[src/rtl/cpu_pkg.sv]
// Shared definitions for the CPU phase sequencer: widths, opcode and phase
// encodings, and the ALU-opcode classifier.
package cpu_pkg;

    localparam int OPC_W   = 3;
    localparam int PHASE_W = 3;

    typedef enum logic [OPC_W-1:0] {
        OP_HLT = 3'd0,
        OP_SKZ = 3'd1,
        OP_ADD = 3'd2,
        OP_AND = 3'd3,
        OP_XOR = 3'd4,
        OP_LDA = 3'd5,
        OP_STO = 3'd6,
        OP_JMP = 3'd7
    } opcode_t;

    typedef enum logic [PHASE_W-1:0] {
        PH_INST_ADDR  = 3'd0,
        PH_INST_FETCH = 3'd1,
        PH_INST_LOAD  = 3'd2,
        PH_IDLE       = 3'd3,
        PH_OP_ADDR    = 3'd4,
        PH_OP_FETCH   = 3'd5,
        PH_ALU_OP     = 3'd6,
        PH_STORE      = 3'd7
    } phase_t;

    // Opcodes that read an operand from memory into the accumulator path.
    function automatic logic is_aluop(input logic [OPC_W-1:0] op);
        return (op == OP_ADD) || (op == OP_AND) || (op == OP_XOR) || (op == OP_LDA);
    endfunction

endpackage

[src/rtl/phase_counter.sv]
// Wrapping 3-bit instruction-phase counter; holds its value while freeze is high.
module phase_counter
    import cpu_pkg::*;
(
    input  logic   clk,
    input  logic   rst_n,
    input  logic   freeze,
    output phase_t phase
);

    phase_t phase_q;
    phase_t phase_d;

    always_ff @(posedge clk or negedge rst_n) begin
        if (!rst_n) begin
            phase_q <= PH_INST_ADDR;
        end else begin
            phase_q <= phase_d;
        end
    end

    always_comb begin
        phase_d = phase_q;
        if (!freeze) begin
            phase_d = phase_t'(phase_q + PHASE_W'(1));
        end
    end

    assign phase = phase_q;

endmodule

[src/rtl/cpu_controller.sv]
// 8-phase instruction-cycle controller: decodes phase, opcode and zero flag
// into datapath strobes, with a sticky halt that freezes the sequence.
module cpu_controller
    import cpu_pkg::*;
(
    input  logic               clk,
    input  logic               rst_n,
    input  logic [OPC_W-1:0]   opcode,
    input  logic               zero,
    output logic               sel,
    output logic               rd,
    output logic               ld_ir,
    output logic               inc_pc,
    output logic               ld_pc,
    output logic               ld_ac,
    output logic               wr,
    output logic               data_e,
    output logic               halt,
    output logic [PHASE_W-1:0] phase
);

    phase_t ph;
    logic   halted_q;
    logic   halted_d;
    logic   aluop;

    // The halted flag sets on the same edge that moves phase 4 -> 5, then
    // freezes the counter there until reset.
    phase_counter u_phase_counter (
        .clk    (clk),
        .rst_n  (rst_n),
        .freeze (halted_q),
        .phase  (ph)
    );

    always_ff @(posedge clk or negedge rst_n) begin
        if (!rst_n) begin
            halted_q <= 1'b0;
        end else begin
            halted_q <= halted_d;
        end
    end

    always_comb begin
        halted_d = halted_q;
        if (ph == PH_OP_ADDR && opcode == OP_HLT) begin
            halted_d = 1'b1;
        end
    end

    assign aluop = is_aluop(opcode);
    assign phase = ph;

    always_comb begin
        sel    = 1'b0;
        rd     = 1'b0;
        ld_ir  = 1'b0;
        inc_pc = 1'b0;
        ld_pc  = 1'b0;
        ld_ac  = 1'b0;
        wr     = 1'b0;
        data_e = 1'b0;
        halt   = 1'b0;
        if (halted_q) begin
            sel  = 1'b1;
            halt = 1'b1;
        end else begin
            // opcode and zero are only looked at in phases 4-7.
            case (ph)
                PH_INST_ADDR: begin
                end
                PH_INST_FETCH: begin
                    rd = 1'b1;
                end
                PH_INST_LOAD, PH_IDLE: begin
                    rd    = 1'b1;
                    ld_ir = 1'b1;
                end
                PH_OP_ADDR: begin
                    sel    = 1'b1;
                    inc_pc = 1'b1;
                    halt   = (opcode == OP_HLT);
                end
                PH_OP_FETCH: begin
                    sel = 1'b1;
                    rd  = aluop;
                end
                PH_ALU_OP: begin
                    sel    = 1'b1;
                    rd     = aluop;
                    inc_pc = (opcode == OP_SKZ) && zero;
                    ld_pc  = (opcode == OP_JMP);
                    data_e = (opcode == OP_STO);
                end
                PH_STORE: begin
                    sel    = 1'b1;
                    rd     = aluop;
                    ld_ac  = aluop;
                    inc_pc = (opcode == OP_JMP);
                    ld_pc  = (opcode == OP_JMP);
                    wr     = (opcode == OP_STO);
                    data_e = (opcode == OP_STO);
                end
                default: begin
                end
            endcase
        end
    end

endmodule
[config.mk]
export PLATFORM = sky130hd
export DESIGN_NAME = cpu_controller
export DESIGN_NICKNAME = d
export VERILOG_FILES = /design/src/rtl/cpu_pkg.sv /design/src/rtl/phase_counter.sv /design/src/rtl/cpu_controller.sv
export SDC_FILE = /design/constraint.sdc
export NUM_CORES = 1
export LEC_CHECK = 0
export ABC_CLOCK_PERIOD_IN_PS = 1300
export BUFFER_PORTS_ARGS = -buffer_cell sky130_fd_sc_hd__buf_2
export CORE_AREA = 2 2 39 41
export DETAILED_ROUTE_END_ITERATION = 12
export DIE_AREA = 0 0 41 43
export PLACE_DENSITY = 0.57
export SLEW_MARGIN = 20
export SYNTH_ARGS = -nofsm -noshare
export SYNTH_HDL_FRONTEND = slang
export SYNTH_SLANG_ARGS = --single-unit
[constraint.sdc]
create_clock -name clk -period 1.3 [get_ports clk]
set_input_delay 0.13 -clock clk [delete_from_list [all_inputs] [get_ports clk]]
set_output_delay 0.13 -clock clk [all_outputs]
set_load 0.005 [all_outputs]
After elaboration in Yosys (flattened, before gate mapping). Index checks and enable logic that the tools add are counted. W data, S select, Z words.

Bits in registers: 4. Bits of input ports: 6. Output and inout bits: 12. Logic and storage cells: 46.

Add/subtract/negate cells: 1. Equal/unequal tests: 14. Muxes and demuxes: 18. Reduce and logical (&&, ||, !) cells: 11.

Operators by type and width (number): $eq A3 B3 Y1 const B (8); $mux W1 (16); $eq A3 B2 Y1 const B (4); $eq A3 B1 Y1 const B (2); $reduce_or A3 Y1 (2); $reduce_or A2 Y1 (2); $reduce_or A4 Y1 (1); $add A3 B1 Y3 const B (1); $logic_not A3 Y1 (1); $logic_or A1 B1 Y1 (3); $pmux W1 S3 (1); $logic_and A1 B1 Y1 (2); $pmux W1 S2 (1).

Depth between registers and ports, before layout.
Depth in word-level cells: 6. Mapped depth: 5. Gate-level depth less buffers: 5.

By module. A second synthesis with hierarchy kept.

Cell total of the unflattened synthesis: 32. Area, all modules: 306.5 µm².

Modules (own cells, without submodules): cpu_controller (times used 1, cells an instance 24, area each 172.7 µm², sequential area each 25.0 µm²); phase_counter (times used 1, cells an instance 8, area each 133.9 µm², sequential area each 75.1 µm²).

Worst setup path before layout. Ideal clock, no wire load.

Path kind: register to output. Start: register u_phase_counter.phase_q[0] (netlist: u_phase_counter.phase[0]). End: output rd. Arrival time: 1.255 ns. Required time: 1.170 ns. Slack: -0.085 ns. Stages on the path, launching flop included: 6. Buffers on the path: 0. Cell sequence: dfrtp_1 -> ha_1 -> ha_1 -> nand2b_1 -> nor2_1 -> a211o_1.

Cells in the longest elaborated chain, start to end: 4. Elaborated cells between the ends (all ways): 10. Classes of those cells: 6 x eq/ne; 2 x mux; 2 x reduce/logical.

Ends and longest elaborated chain: from (decl) (line phase_counter.sv:11) `phase_t phase_q;`; from (signal assigned) (line phase_counter.sv:18) `phase_q <= phase_d;`; $eq A3 B3 Y1 (tied with other cells) (line cpu_controller.sv:69) `case (ph)`; $reduce_or A3 Y1 (no source line); $pmux W1 S2 (*) (line cpu_controller.sv:69); $mux W1 (*) (line cpu_controller.sv:64) `if (halted_q) begin`; to (decl) (line cpu_controller.sv:11) `output logic rd,`.

Every way passes the cells marked *; elsewhere a longest branch is shown, timed or not.

Worst setup path after layout.
Start: register u_phase_counter.phase_q[0] (netlist: u_phase_counter.phase[0]). End: output inc_pc.

Cells in the longest elaborated chain, start to end: 3. Elaborated cells between the ends (all ways): 5. Classes of those cells: 3 x eq/ne; 2 x mux.

Ends and longest elaborated chain: $eq A3 B3 Y1 (line cpu_controller.sv:69); $pmux W1 S3 (*) (line cpu_controller.sv:69); $mux W1 (*) (line cpu_controller.sv:64); to (decl) (line cpu_controller.sv:13) `output logic inc_pc,`.

Marks and branches as above.

==> key figures <==
Synth
  • Top cell type's share of synthesized area: 0.2721
  • Mapped cell area: 367.9 um^2
  • Post-synthesis sequential area ratio: 0.2721
  • Ys flop type: dfrtp_1
  • Net Count, Synth: 51
  • Async S/R FF share, synth: 1.000
  • Most common cell in the netlist: ha_1
  • Yosys cell types: 21
  • FF+latch count, synth: 4
  • Post-synth top cells: ha_1, inv_1, dfrtp_1
  • Mean Syn Cell Area: 9.432 um^2
  • Yosys top cell by area: dfrtp_1
  • Area contributors post-synth: dfrtp_1, ha_1, a41o_1, inv_1, xnor2_1
  • Yosys warns: 0
  • Post-synth EDFFs: 0
  • Cell count after synthesis: 39

Global routing
  • First-pass GRT wire length: 1538 um
  • Vias in the first global route: 379
  • Met2 usage: 0.1938
  • Grt ovf: 0
  • Busiest grt layer: met2
  • Met1 usage: 0.1634
  • Met3 Usage GRT: 0.03141
  • Initial antenna violation count: 0
  • Total Routing Usage GR: 0.1312
  • Largest net degree at the start of global routing: 8

Finish
  • Filler cells: 127
  • Final-stage net count: 86
  • Share of layout cells above drive strength 1: 0.7083
  • ANT cells: 0
  • Layout area overhead: 84.35%

Route
  • DR WL/cell: 11.41 um
  • DRC Markers: 0
  • DRC violation total after the first TritonRoute iteration: 5
  • TritonRoute pass-1 iters: 2
  • Via density: 4.602
  • Routed Antenna Nets: 0
  • Post-Route WL: 1004 um
  • Via count: 405

Worst setup path
  • Endpoint class of the critical path: primary output
  • R2R Path Start: u_phase_counter.phase[0]$_DFFE_PN0N_
  • CP startpoint kind: flop
  • Reg2reg end: u_phase_counter.phase[2]$_DFFE_PN0N_
  • Critical path type: reg -> out
  • CP arrival: 1.54 ns
  • Reg2reg path depth: 4
  • R2R setup slack: 0.05 ns
  • Worst Setup EP: inc_pc
  • Crit path launch: u_phase_counter.phase[0]$_DFFE_PN0N_
  • Crit path required time: 1.17 ns
  • Worst-path maximum fanout: 4

Pwr
  • Comb pwr share: 0.708
  • Sw Pwr: 0.0006498 W
  • Pleak: 0.3302 nW
  • Share of power burned in registers: 0.199
  • P per Cell Area: 2340 nW/um^2
  • Max VDD drop: 1.146 mV
  • Internal: 0.0009370 W
  • Sw Ratio: 0.4095
  • Clk network pwr share: 0.093

Clock tree
  • Clk Latency, worst-skew pair: 0.23 ns
  • Total CTS buffers: 3
  • Root buffer cell: clkbuf_4
  • CTS tree: built
  • H-tree depth: 1
  • Worst-path clk slew: 0.04 ns
  • Clock Path Buffers: 2
  • CTS Sinks: 4

Place
  • Post-DP HPWL: 721.1 um
  • GPL Wtd Cong: 0.6984
  • IO Port Bufs: 17
  • Pre-CTS WS: -0.1490 ns

STA
  • Tcrit/Tclk final: 1.281
  • Hold_ws: 0.2334 ns
  • Final Hold Viols: 0
  • Fin. max-slew vios: 0
  • Clock Skew: 0.002375 ns
  • Setup violations, final: 8
  • Setup ws final: -0.3658 ns
  • Worst slew pin tran: 0.2694 ns
  • Min Tclk post-route: 1.666 ns
  • Fmax: 600.3 MHz
  • RSZ-0062 raised after global routing: yes
  • Slew HR: 0.8191

Die
  • Die W: 41 um
  • # IOs: 18
  • Die H: 43 um
  • # rows: 14
  • Starting Density: 0.2658
  • DIE AREA: 1763 um^2
  • Core Box Area: 1384 um^2

Run status
  • Failing checks: negative setup slack
  • Status: finished with violations

Job
  • Maxcap violations: 0

Min path
  • Hold crit path type: in -> async
## stage by stage
stage | std cells | cell area, um^2 | total power (W) | utilization | setup TNS [ns]
3_3_place_gp | 79 | 543.0 | 0.001138 | 0.3924 | -0.3048
6_report | 88 | 678.2 | 0.001587 | 0.4901 | -1.777
3_5_place_dp | 79 | 543.0 | 0.001144 | 0.3924 | -0.3263
2_1_floorplan | 39 | 385.4 | 0.0007554 | - | -0.01841
4_1_cts | 85 | 604.3 | 0.001381 | 0.4367 | -1.608
5_1_grt | 88 | 678.2 | 0.001744 | 0.4901 | -2.540
## worst min-delay path by stage
stage	startpoint	endpoint	slack [ns]	depth (start not counted)
after CTS	rst_n	halted_q$_DFFE_PN0P_	0.23	2
after global placement	rst_n	halted_q$_DFFE_PN0P_	-0.06	1
after global routing	rst_n	halted_q$_DFFE_PN0P_	0.24	2
final	rst_n	halted_q$_DFFE_PN0P_	0.23	2
after floorplan	rst_n	halted_q$_DFFE_PN0P_	-0.17	0
after detailed placement	rst_n	u_phase_counter.phase[2]$_DFFE_PN0N_	-0.06	1
## flip-flops by register name, indices dropped and copies added, names as in the netlist
name / cells
u_phase_counter.phase: 3
halted_q: 1
## worst max-delay path, stage by stage (launching register included)
cell and delay, ns:
dfrtp_2 0.42, ha_4 0.17, ha_4 0.14, a31oi_4 0.08, a2111oi_4 0.34, buf_2 0.16
## power by group through the flow
stage,combinational [W],sequential [W],clock (W)
6_report,0.00112,0.000316,0.000148
5_1_grt,0.00124,0.000331,0.000169
4_1_cts,0.000937,0.000288,0.000157
3_5_place_dp,0.000852,0.000292,0
3_3_place_gp,0.000849,0.000290,0
2_1_floorplan,0.000472,0.000283,0
## layout make-up
type                       count  area [um^2]  share of cell area
sequential                     4        103.9              0.1531
clock buffer                   3        22.52             0.03321
tap                           16        20.02             0.02952
inverter                       5        18.77             0.02768
timing repair buffer          31        200.2              0.2952
multi-input combinational     29        312.8              0.4613
## layer usage
metal	wire length (um)	share of wire	vias to the layer above
met2	507	0.50	14
met3	58	0.058	0
met4	0	0	0
met5	0	0	-
met1	438	0.44	182
li1	-	-	209
## cells by family (layout without fill, tap and decap cells)
group,Yosys count,in the layout,synth area share
xor gates and xnor gates,2,2,0.04763
adders and majority gates,6,6,0.2041
and+or+nand+nor,12,12,0.1633
DFF,4,4,0.2721
muxes,2,2,0.05782
buffers and inverters,6,39,0.07144
AOI/OAI and AO/OA,7,7,0.1837
## what timing repair did
action	CTS	global route
hold buffers	1	0
setup endpoints to repair	8	8
hold endpoints to repair	4	0
resized for setup	4	12
buffers inserted	2	3
cloned	0	0
pin swaps	1	6
## layout by cell type (no fill, tap or decap), types with 2 or more instances in the layout
| cell type | netlist | final |
|---|---|---|
| xnor2_1 | 2 | 2 |
| inv_1 | 5 | 2 |
| buf_4 | 1 | 11 |
| inv_2 | 0 | 3 |
| dfrtp_2 | 0 | 3 |
| a41o_1 | 2 | 2 |
| clkbuf_4 | 0 | 3 |
| ha_1 | 6 | 3 |
| nor2_2 | 1 | 2 |
| ha_4 | 0 | 2 |
| nor2_1 | 3 | 2 |
| buf_6 | 0 | 2 |
| buf_2 | 0 | 17 |
Note: power is estimated with default switching activity, not from simulation.
